File: src/rtl/ontransit_req_gen_pkg.sv
// Shared definitions for the on-transit request generator: state encoding and default timeout.
package ontransit_pkg;

    typedef enum logic [1:0] {
        IDLE    = 2'd0,
        REQ     = 2'd1,
        XFER    = 2'd2,
        RELEASE = 2'd3
    } state_t;

    localparam int unsigned DEFAULT_TIMEOUT = 200;

endpackage

File: src/rtl/ontransit_req_gen_if.sv
// Request/grant/stop handshake plus the command/status signals of the request generator.
interface ontransit_req_gen_if #(
    parameter int unsigned LEN_W = 8
);
    logic             start;
    logic [LEN_W-1:0] len;
    logic             g;
    logic             s;
    logic             do_req;
    logic             busy;
    logic             done;
    logic             err;
    logic [LEN_W-1:0] beats;

    modport master (
        input  start, len, g, s,
        output do_req, busy, done, err, beats
    );

    modport slave (
        output start, len, g, s,
        input  do_req, busy, done, err, beats
    );
endinterface

File: src/rtl/ontransit_req_gen_timer.sv
// Clear/increment wait counter; term flags the last allowed cycle (TIMEOUT-1).
module ontransit_timer #(
    parameter int unsigned TO_W    = 8,
    parameter int unsigned TIMEOUT = 200
) (
    input  logic clk,
    input  logic rst,
    input  logic clr,
    input  logic inc,
    output logic term
);
    logic [TO_W-1:0] count;

    always_ff @(posedge clk) begin
        if (rst || clr) begin
            count <= '0;
        end else if (inc) begin
            count <= count + TO_W'(1);
        end
    end

    assign term = (count == TO_W'(TIMEOUT - 1));
endmodule

File: src/rtl/ontransit_req_gen.sv
// Initiator for the do/g/s burst handshake; every output is a register loaded on the FSM transition.
module ontransit_req_gen
    import ontransit_pkg::*;
#(
    parameter int unsigned LEN_W   = 8,
    parameter int unsigned TO_W    = 8,
    parameter int unsigned TIMEOUT = DEFAULT_TIMEOUT
) (
    input  logic                clk,
    input  logic                rst,
    ontransit_req_gen_if.master bus
);
    state_t           state, state_nxt;
    logic             do_r, do_nxt;
    logic             busy_r, busy_nxt;
    logic             done_r, done_nxt;
    logic             err_r, err_nxt;
    logic [LEN_W-1:0] beats_r, beats_nxt;
    logic [LEN_W-1:0] rem, rem_nxt;
    logic             tmr_clr, tmr_inc, tmr_term;
    logic             last_beat;

    assign last_beat = (rem == LEN_W'(1));

    ontransit_timer #(
        .TO_W    (TO_W),
        .TIMEOUT (TIMEOUT)
    ) u_timer (
        .clk  (clk),
        .rst  (rst),
        .clr  (tmr_clr),
        .inc  (tmr_inc),
        .term (tmr_term)
    );

    always_ff @(posedge clk) begin
        if (rst) begin
            state   <= IDLE;
            do_r    <= 1'b0;
            busy_r  <= 1'b0;
            done_r  <= 1'b0;
            err_r   <= 1'b0;
            beats_r <= '0;
            rem     <= '0;
        end else begin
            state   <= state_nxt;
            do_r    <= do_nxt;
            busy_r  <= busy_nxt;
            done_r  <= done_nxt;
            err_r   <= err_nxt;
            beats_r <= beats_nxt;
            rem     <= rem_nxt;
        end
    end

    always_comb begin
        state_nxt = state;
        case (state)
            IDLE: begin
                if (bus.start && bus.len != '0) state_nxt = REQ;
            end
            REQ: begin
                if (bus.s)         state_nxt = IDLE;
                else if (bus.g)    state_nxt = last_beat ? RELEASE : XFER;
                else if (tmr_term) state_nxt = IDLE;
            end
            XFER: begin
                if (bus.s)      state_nxt = IDLE;
                else if (bus.g) state_nxt = last_beat ? RELEASE : XFER;
                else            state_nxt = REQ;
            end
            RELEASE: begin
                if (bus.s || tmr_term) state_nxt = IDLE;
            end
            default: state_nxt = IDLE;
        endcase
    end

    // Transition actions: next register values, qualified by state and the same input priority.
    always_comb begin
        do_nxt    = do_r;
        busy_nxt  = busy_r;
        done_nxt  = 1'b0;
        err_nxt   = 1'b0;
        beats_nxt = beats_r;
        rem_nxt   = rem;
        tmr_clr   = 1'b0;
        tmr_inc   = 1'b0;
        case (state)
            IDLE: begin
                tmr_clr = 1'b1;
                if (bus.start) begin
                    beats_nxt = '0;
                    if (bus.len != '0) begin
                        do_nxt   = 1'b1;
                        busy_nxt = 1'b1;
                        rem_nxt  = bus.len;
                    end else begin
                        done_nxt = 1'b1;
                    end
                end
            end
            REQ, XFER: begin
                if (bus.s) begin
                    do_nxt   = 1'b0;
                    busy_nxt = 1'b0;
                    err_nxt  = 1'b1;
                    tmr_clr  = 1'b1;
                end else if (bus.g) begin
                    beats_nxt = beats_r + LEN_W'(1);
                    rem_nxt   = rem - LEN_W'(1);
                    tmr_clr   = 1'b1;
                    if (last_beat) do_nxt = 1'b0;
                end else if (state == XFER) begin
                    tmr_clr = 1'b1;
                end else if (tmr_term) begin
                    do_nxt   = 1'b0;
                    busy_nxt = 1'b0;
                    err_nxt  = 1'b1;
                    tmr_clr  = 1'b1;
                end else begin
                    tmr_inc = 1'b1;
                end
            end
            RELEASE: begin
                if (bus.s) begin
                    busy_nxt = 1'b0;
                    done_nxt = 1'b1;
                    tmr_clr  = 1'b1;
                end else if (tmr_term) begin
                    busy_nxt = 1'b0;
                    err_nxt  = 1'b1;
                    tmr_clr  = 1'b1;
                end else begin
                    tmr_inc = 1'b1;
                end
            end
            default: tmr_clr = 1'b1;
        endcase
    end

    assign bus.do_req = do_r;
    assign bus.busy   = busy_r;
    assign bus.done   = done_r;
    assign bus.err    = err_r;
    assign bus.beats  = beats_r;
endmodule
File: src/flat_wrapper.sv
// flat-port wrapper written by rule: the top's interface ports become plain ports
module ontransit_req_gen_flat import ontransit_pkg::*;
#(
    parameter int unsigned LEN_W   = 8,
    parameter int unsigned TO_W    = 8,
    parameter int unsigned TIMEOUT = DEFAULT_TIMEOUT
)
  (clk, rst, bus_start, bus_len, bus_g, bus_s, bus_do_req, bus_busy, bus_done, bus_err, bus_beats);
  ontransit_req_gen_if #(.LEN_W(LEN_W)) bus_i ();
  input  logic clk;
  input  logic rst;
  input wire logic [$bits(bus_i.start)-1:0] bus_start;
  input wire logic [$bits(bus_i.len)-1:0] bus_len;
  input wire logic [$bits(bus_i.g)-1:0] bus_g;
  input wire logic [$bits(bus_i.s)-1:0] bus_s;
  output wire logic [$bits(bus_i.do_req)-1:0] bus_do_req;
  output wire logic [$bits(bus_i.busy)-1:0] bus_busy;
  output wire logic [$bits(bus_i.done)-1:0] bus_done;
  output wire logic [$bits(bus_i.err)-1:0] bus_err;
  output wire logic [$bits(bus_i.beats)-1:0] bus_beats;
  assign bus_i.start = bus_start;
  assign bus_i.len = bus_len;
  assign bus_i.g = bus_g;
  assign bus_i.s = bus_s;
  assign bus_do_req = bus_i.do_req;
  assign bus_busy = bus_i.busy;
  assign bus_done = bus_i.done;
  assign bus_err = bus_i.err;
  assign bus_beats = bus_i.beats;
  ontransit_req_gen #(.LEN_W(LEN_W), .TO_W(TO_W), .TIMEOUT(TIMEOUT)) u_core (.clk(clk), .rst(rst), .bus(bus_i));
endmodule
File: config.mk
export PLATFORM = sky130hd
export DESIGN_NAME = ontransit_req_gen_flat
export DESIGN_NICKNAME = d
export VERILOG_FILES = /design/src/rtl/ontransit_req_gen_pkg.sv /design/src/rtl/ontransit_req_gen_if.sv /design/src/rtl/ontransit_req_gen_timer.sv /design/src/rtl/ontransit_req_gen.sv /design/src/flat_wrapper.sv
export SDC_FILE = /design/constraint.sdc
export NUM_CORES = 1
export LEC_CHECK = 0
export CAP_MARGIN = 20
export CORE_AREA = 3 3 46 89
export CTS_CLUSTER_DIAMETER = 120
export CTS_CLUSTER_SIZE = 14
export DETAILED_ROUTE_END_ITERATION = 10
export DIE_AREA = 0 0 49 92
export HOLD_SLACK_MARGIN = 0.05
export PLACE_DENSITY = 0.77
export SYNTH_ARGS = -nofsm -noshare
export SYNTH_HDL_FRONTEND = slang
export SYNTH_SLANG_ARGS = --single-unit
File: constraint.sdc
create_clock -name clk -period 2.7 [get_ports clk]
set_input_delay 0.675 -clock clk [delete_from_list [all_inputs] [get_ports clk]]
set_output_delay 0.675 -clock clk [all_outputs]
set_load 0.1 [all_outputs]
; Word-level counts from Yosys, hierarchy flattened
; Index checks and enable logic that the tools add are counted.
[totals]
out_inout_bits = 12
register_bits = 30
word_cells = 93
input_bits = 13
[classes]
reduce_logical = 12
add_sub_neg = 3
muxes = 53
n_eq_ne = 17
[ops]
columns = cell, n
row1 = 2-to-1 mux 8 bit, 7
row2 = one-hot mux 8 bit (2 select lines), 2
row3 = 2-to-1 mux 1 bit, 30
row4 = "adder 8 x 1 -> 8 bit, second input constant", 2
row5 = 2-to-1 mux 2 bit, 7
row6 = "inequality test 4 x 3 -> 1 bit, second input constant", 3
row7 = "equality test 8 x 1 -> 1 bit, second input constant", 1
row8 = "equality test 8 bit, second input constant", 1
row9 = one-hot mux 1 bit (2 select lines), 4
row10 = one-hot mux 2 bit (4 select lines), 1
row11 = AND reduction 4 bit, 2
row12 = nonzero test 8 bit, 1
row13 = "subtractor 8 x 1 -> 8 bit, second input constant", 1
row14 = "inequality test 2 x 1 -> 1 bit, second input constant", 3
row15 = "inequality test 2 bit, second input constant", 3
row16 = "inequality test 3 bit, second input constant", 2
row17 = one-hot mux 1 bit (3 select lines), 2
row18 = AND reduction 6 bit, 1
row19 = AND reduction 5 bit, 1
row20 = "equality test 2 bit, second input constant", 2
row21 = "inequality test 4 bit, second input constant", 1
row22 = AND reduction 3 bit, 1
row23 = "equality test 2 x 1 -> 1 bit, second input constant", 1
row24 = zero test 2 bit, 1
row25 = 4 further kinds, 5

; Longest topological paths before layout
; Gate-level depths: netlist (run 1).
[depth]
word_depth = 7
depth_mapped = 8
ltp_nobuf = 6

; Modules after synthesis
; Synthesis (run 1) repeated with hierarchy kept, for this count alone.
[unflattened]
cells_unflattened = 234
hier_area_um2 = 1881.8
[modules_own_cells]
columns = module, instances, area_per_inst_um2, seq_area_each_um2, cells_per_inst
row1 = ontransit_req_gen, 1, 1500.2, 440.4, 192
row2 = ontransit_timer, 1, 381.6, 160.2, 42

; Least setup slack after synthesis (run 1)
; No wires, ideal clock.
[synth_path]
path_type = register -> register
from = register u_core.beats_r[0], in the netlist u_core.bus.beats[0]
to = register u_core.beats_r[4], in the netlist u_core.bus.beats[4]
required_ns = 2.637
setup_time_ns = 0.063
path_slack_ns = 0.686
synth_period_minus_slack_ns = 2.014
stages_incl_launch_ff = 5
path_buffers = 0
t_arrival_ns = 1.950
cell_sequence = dfxtp_1 > ha_1 > o2111ai_1 > or4_1 > nand2_1
[synth_via]
elab_chain_len = 4
[synth_rtl]
columns = element, line
row1 = from (decl), ontransit_req_gen.sv:18  ; logic [LEN_W-1:0] beats_r, beats_nxt;
row2 = from (signal assigned), ontransit_req_gen.sv:51  ; beats_r <= beats_nxt;
row3 = adder 8 x 1 -> 8 bit, ontransit_req_gen.sv:110  ; beats_nxt = beats_r + LEN_W'(1);
row4 = 2-to-1 mux 8 bit, ontransit_req_gen.sv:109  ; end else if (bus.g) begin
row5 = 2-to-1 mux 8 bit, ontransit_req_gen.sv:104  ; if (bus.s) begin
row6 = one-hot mux 8 bit (2 select lines), ontransit_req_gen.sv:89  ; case (state)
; Every way passes these cells. The select of a mux whose other input is x is not followed.
; A chain may end at the register's enable or synchronous reset.

; Final worst setup path (run 1)
[layout_path]
from = register u_core.state[0]
to = register u_core.rem[1]
[layout_via]
elab_chain_len = 4
elab_cells_between_ends = 11
classes_between = eq/ne: 6 / mux: 1 / reduce/logical: 4
[layout_rtl]
columns = element, line
row1 = from (decl), ontransit_req_gen.sv:13  ; state_t state, state_nxt;
row2 = from (signal assigned), ontransit_req_gen.sv:46  ; state <= state_nxt;
row3 = equality test 2 x 1 -> 1 bit or equality test 2 bit (tied branches), ontransit_req_gen.sv:89
row4 = OR reduction 2 bit, ontransit_req_gen.sv:89
row5 = inequality test 2 bit (no source line) or nonzero test 2 bit (tied branches), --
row6 = AND reduction 5 bit (no source line), --
row7 = to (signal assigned), ontransit_req_gen.sv:52  ; rem <= rem_nxt;
row8 = to (decl), ontransit_req_gen.sv:19  ; logic [LEN_W-1:0] rem, rem_nxt;
; Several ways; a longest one is shown, not always the timed one.

==> metrics.cfg, run 1 <==
[clock_tree]
clk_pin_slew_worst_paths_ps=60
cts_tree=yes
cts_hold_buf=0
htreeDepth=2
cts_setup_buffers=0
clkLatencyLatePin_ps=280
cts_sinks=30
cts_buffers=5
root_buffer=clkbuf_8
clk_path_buf_depth=2
cts_resized=0

[min_path]
holdPathEnd=u_core.rem[7]
holdPathStages=2
worstHoldStart=u_core.rem[7]
min-delay-path-class=reg2reg

[die]
boundaryPins=25
rows=30
die_w_um=49
core_um2=3490
start_util=0.569
die-area_um2=4510
die_h_um=92

[sta]
finalHoldViolations=0
max-slew-margin-rel=0.500
final_max_slew_viol_count=0
fmax_mhz=430
finalSetupViolations=0
skew_ps=2.75
tightestPinTransition_ps=743
rsz0062_at_grt=false
min_period_ps=2330
fin_crit_sh=0.862
tns_ps=0

[pwr]
power_frac_comb=0.421
p_sw_mw=0.619
p_sw_frac=0.394
internal_power_mw=0.949
seqPwrFrac=0.345
pwr_density_cell_nw_per_um2=667
pwr-share-clk=0.234
vdd_ir_drop_max_uv=650
p_leak_nw=0.884

[global_routing]
grtUsageTotal=0.238
antenna_found_initial=0
grt_pass1_wl_mm=8.40
grt_pass1_vias=1933
grt_max_degree=18
overflow=0

[setup_path]
cp-start-kind=register
r2r_slack_ps=370
crit_type=reg2reg
regToRegStartpoint=u_core.state[0]
worstSetupEndpointType=register
rr_worst_depth=6
r2r-end=u_core.rem[1]
worstPathRequired_ps=2850
critPathMaxFanout=16
critPathArrivalTime_ps=2470

[synth]
synth-seq-area-share=0.302
avgSynthCellArea_um2=8.45
yosysTopAreaCellShare=0.302
synth_edf_count=0
syn_nets=258
ys.flop_type=dfxtp_1
synth_top_cell_by_area=dfxtp_1
ys_ff_latch=30
syn-cell-area_um2=1990
netlist_top_cells_area=dfxtp_1, ha_1, a21oi_1
synth_warnings=0
async_flop_share=0
yosysUniqueCellTypes=64
synthCells=235
synth_most_common_cell=dfxtp_1
synth_common_cells=dfxtp_1, nand2_1, a21oi_1, nor2_1, o21ai_0

[route]
drc=0
drt_iter0_markers=44
dr.pass1.iters=4
wl_per_cell_um=15.3
wl_mm=4.79
drtAntennaViolNets=0
via_count=1907
via_per_inst=6.09

[finish]
nFillCells=306
antenna-diode-count=0
stdcell_area_um2=2350
final_util=0.673
syn_to_final_growth_pct=18.3
num-nets-final=287
layout-drive-gt1-share=0.170

[flow_run]
drv_cap=0

[status]
status=finished, final reports clean

[placement]
post-dp-hpwl_mm=3.69
io_buffers=24
gp_congestion=0.849
place_area_um2=2260

==> sequential cells by signal, indices dropped and copies added, names as in the netlist <==
name / cells
u_core.bus.beats: 8
u_core.rem: 8
u_core.u_timer.count: 8
u_core.state: 2
u_core.bus.busy: 1
u_core.bus.do_req: 1
u_core.bus.done: 1
u_core.bus.err: 1
==> logic make-up after synthesis <==
logic type | after synthesis | share of synthesized area
adder cells (fa/ha/maj) | 10 | 0.0630
multiplexers | 8 | 0.0416
AO/OA/AOI/OAI | 73 | 0.262
buffers and inverters | 23 | 0.0560
flip-flops | 30 | 0.302
XOR/XNOR | 2 | 0.00882
AND/OR/NAND/NOR | 89 | 0.266
==> area by class of cell <==
class	count	area [um^2]	share of cell area
Clock inverter	1	5.00	0.00213
Inverter	12	45.0	0.0192
Multi-Input combinational cell	182	1270	0.543
Sequential cell	30	601	0.256
Timing Repair Buffer	33	278	0.118
Clock buffer	7	86.3	0.0367
Tap cell	48	60.1	0.0256
==> through the flow <==
step | total power [mW] | hold slack [ps] | cells | setup WS (ps)
after floorplan | 1.04 | 439 | 235 | 686
after global placement | 1.20 | 456 | 305 | 229
after detailed placement | 1.20 | 468 | 305 | 206
after CTS | 1.57 | 480 | 313 | 371
after global routing | 1.67 | 515 | 313 | 140
final | 1.57 | 471 | 313 | 373
==> per-layer routing <==
| metal | track usage | part of all wire |
|---|---|---|
| met1 | 0.226 | 0.36 |
| met2 | 0.436 | 0.54 |
| met3 | 0.0407 | 0.033 |
| met4 | 0.185 | 0.065 |
| met5 | 0 | 0 |
==> cell usage in the layout, fill, tap and decap left out, drive strengths merged, types with 3 or more instances in the layout <==
master,n
o211ai,5
ha,10
o21ai,14
nor4,5
dfxtp,30
clkbuf,7
mux2i,6
o31ai,3
and3,5
a21oi,18
nand3,6
or3,9
clkdlybuf4s50,12
a221oi,3
nor3b,3
a32o,4
and2,4
nand2,20
buf,21
nor3,4
nor2,17
inv,12
a211oi,3
nor2b,3
o2111ai,3
or4,4
==> worst max-delay path, cell delays in order (launching register included) <==
cell	delay, ps
dfxtp_1	380
inv_1	110
ha_1	620
mux2i_1	210
a21oi_2	350
and2_0	400
a211oi_1	120
==> how the worst max path moves through the flow <==
| stage | startpoint | end | cells past startpoint |
|---|---|---|---|
| after floorplan | u_core.bus.beats[0] | u_core.bus.beats[4] | 4 |
| after global placement | bus_g | u_core.bus.beats[7] | 5 |
| after detailed placement | bus_g | u_core.rem[1] | 5 |
| after CTS | u_core.state[0] | u_core.rem[1] | 6 |
| after global routing | u_core.state[1] | u_core.rem[1] | 6 |
| final | u_core.state[0] | u_core.rem[1] | 6 |
==> power groups by stage <==
stage          Sequential (mW)  Clock, mW  Combinational, mW
2_1_floorplan            0.618          0              0.418
3_3_place_gp             0.548          0              0.655
3_5_place_dp             0.549          0              0.652
4_1_cts                  0.539      0.379              0.657
5_1_grt                  0.547      0.396              0.724
6_report                 0.541      0.368              0.660
Note: power is estimated with default switching activity, not from simulation.
==> run 2: changes to the inputs <==
--- a/config.mk
+++ b/config.mk
@@ -5,14 +5,15 @@
 export SDC_FILE = /design/constraint.sdc
 export NUM_CORES = 1
 export LEC_CHECK = 0
-export CAP_MARGIN = 20
-export CORE_AREA = 3 3 46 89
+export CAP_MARGIN = 30
+export CORE_AREA = 3 3 47 92
 export CTS_CLUSTER_DIAMETER = 120
 export CTS_CLUSTER_SIZE = 14
 export DETAILED_ROUTE_END_ITERATION = 10
-export DIE_AREA = 0 0 49 92
+export DIE_AREA = 0 0 50 95
+export GPL_ROUTABILITY_DRIVEN = 1
 export HOLD_SLACK_MARGIN = 0.05
-export PLACE_DENSITY = 0.77
+export PLACE_DENSITY = 0.73
 export SYNTH_ARGS = -nofsm -noshare
 export SYNTH_HDL_FRONTEND = slang
 export SYNTH_SLANG_ARGS = --single-unit
==> constraint.sdc (replaced) <==
create_clock -name clk -period 2.3 [get_ports clk]
set_input_delay 0.575 -clock clk [delete_from_list [all_inputs] [get_ports clk]]
set_output_delay 0.575 -clock clk [all_outputs]
set_load 0.1 [all_outputs]
==> metrics.cfg, run 2 (synthesis results as in run 1) <==
[placement]
post-dp-hpwl_mm=3.88  ; +5.2%
dp_slack_ps=0.500  ; -205 ps
dpl.cell_count=315  ; +3.3%
place_area_um2=2330  ; +3.0%
gp_congestion=0.826  ; -2.7%
io_buffers=24  ; unchanged

[finish]
layout-drive-gt1-share=0.194  ; +0.0243
final_util=0.653  ; -0.0201
final_cell_mix=buf_4, dfxtp_1, nand2_1
seq_area_um2=601  ; unchanged
syn_to_final_growth_pct=21.1
num-nets-final=296  ; +3.1%
antenna-diode-count=0  ; unchanged
nFillCells=359  ; +17%
final_cell_count_no_fill=322  ; +2.9%
multi_input_area_um2=1280  ; +0.20%
stdcell_area_um2=2410  ; +2.4%

[route]
dr.pass1.iters=4  ; unchanged
drc=0  ; unchanged
wl_per_cell_um=15.4  ; +0.47%
drtAntennaViolNets=0  ; unchanged
via_per_inst=6.05  ; -0.65%
drt_iter0_markers=15  ; -66%
via_count=1949  ; +2.2%
wl_mm=4.95  ; +3.4%

[clock_tree]
cts_setup_buffers=0  ; unchanged
root_buffer=clkbuf_8
cts_hold_buf=0  ; unchanged
clk_pin_slew_worst_paths_ps=60  ; about the same
cts_buffers=5  ; unchanged
clk_path_buf_depth=2  ; unchanged
clkLatencyLatePin_ps=280  ; about the same
cts_resized=0  ; unchanged
cts_sinks=30  ; unchanged
cts_tree=yes
htreeDepth=2  ; unchanged

[die]
die_w_um=50  ; +2.0%
die-area_um2=4750  ; +5.4%
start_util=0.539  ; -0.0300
core_um2=3680  ; +5.6%
rows=31  ; +3.3%
boundaryPins=25  ; unchanged
die_h_um=95  ; +3.3%

[setup_path]
critPathArrivalTime_ps=2310  ; -160 ps
crit_chain=inv_1 > ha_2 > nor3b_4 > o21ai_2 > or4_1 > a21oi_1
regToRegStartpoint=u_core.state[1]
path_delay_family=simple AND/OR/NAND/NOR gates
critPathMaxFanout=10  ; -6
cp-start-kind=register
worstPathRequired_ps=2510  ; -340 ps
crit_type=reg2reg
rr_worst_depth=6  ; unchanged
r2r_slack_ps=210  ; -170 ps
cpPeakStageDelay_ps=480  ; -140 ps
r2r-end=u_core.u_timer.count[4]
worstSetupEndpointType=register
cpMaxStageDelayCell=or4_1
crit_buf_inv=1  ; unchanged

[sta]
min_period_ps=2090  ; -233 ps
final_max_slew_viol_count=0  ; unchanged
fin_crit_sh=0.910  ; +0.0488
rsz0062_at_grt=false
finalSetupViolations=0  ; unchanged
whs_ps=464  ; -7.20 ps
max-slew-margin-rel=0.470  ; -0.0308
skew_ps=2.75  ; unchanged
fmax_mhz=478  ; +11%
setup_ws_ps=206  ; -167 ps
tightestPinTransition_ps=788  ; +45.7 ps
tns_ps=0  ; unchanged
finalHoldViolations=0  ; unchanged

[global_routing]
antenna_found_initial=0  ; unchanged
grtUsageTotal=0.228  ; -0.00998
overflow=0  ; unchanged
grt_max_degree=18  ; unchanged
grt_pass1_wl_mm=8.36  ; -0.58%
grt_pass1_vias=1940  ; +0.36%

[pwr]
internal_power_mw=1.12  ; +18%
seqPwrFrac=0.342  ; -0.003
pwr_density_cell_nw_per_um2=772  ; +16%
p_leak_nw=0.917  ; +3.7%
p_sw_mw=0.733  ; +18%
vdd_ir_drop_max_uv=778  ; +20%
power_mw=1.86  ; +18%
pwr-share-clk=0.210  ; -0.024
power_frac_comb=0.448  ; +0.027
p_sw_frac=0.395  ; about the same

[flow_run]
drv_cap=0  ; unchanged

[min_path]
holdPathEnd=u_core.bus.busy
holdPathStages=2  ; unchanged
min-delay-path-class=reg2reg
worstHoldStart=u_core.bus.busy

[status]
status=finished, final reports clean

[run 2: cell count changes in the layout (fill, tap and decap cells not counted)]
| cell | previous run | this run |
|---|---|---|
| buf_4 | 21 | 30 |
| clkbuf_1 | 1 | 2 |
| clkbuf_8 | 6 | 5 |
| clkinv_2 | 1 | 0 |
| ha_1 | 10 | 9 |
| ha_2 | 0 | 1 |
[run 2: worst min-delay path, stage by stage, from the launching register on]
cell     delay [ps]
dfxtp_1         310
nand2_1          50
o21ai_0          60
[run 2: final cells by class]
type	instances	share of cell area
Clock buffer	7	0.0317
Inverter	12	0.0187
Multi-Input combinational cell	182	0.531
Sequential cell	30	0.250
Tap cell	49	0.0255
Timing Repair Buffer	42	0.144
[run 2: power groups by stage]
stage / logic (mW) / registers (mW) / clock network (mW)
3_5_place_dp: 0.819 / 0.643 / 0
5_1_grt: 0.908 / 0.641 / 0.420
6_report: 0.832 / 0.635 / 0.390
3_3_place_gp: 0.812 / 0.644 / 0
2_1_floorplan: 0.491 / 0.725 / 0
4_1_cts: 0.823 / 0.633 / 0.397
[run 2: worst max-delay path by stage]
stage / startpoint / slack (ps) / to / depth (start not counted)
CTS: u_core.state[1] / 170 / u_core.u_timer.count[4] / 6
detailed placement: bus_g / 0.5 / u_core.bus.beats[7] / 5
global placement: bus_len[6] / 50 / u_core.state[1] / 5
global route: u_core.state[1] / 70 / u_core.u_timer.count[4] / 6
floorplan: u_core.bus.beats[0] / 290 / u_core.bus.beats[4] / 4
finish: u_core.state[1] / 210 / u_core.u_timer.count[4] / 6
[run 2: layer usage]
layer | GRT usage | wire length, um | vias to the layer above
met5 | 0 | 0 | -
met4 | 0.152 | 246 | 0
met3 | 0.0490 | 152 | 22
met2 | 0.436 | 2740 | 41
met1 | 0.204 | 1810 | 926
li1 | - | - | 960
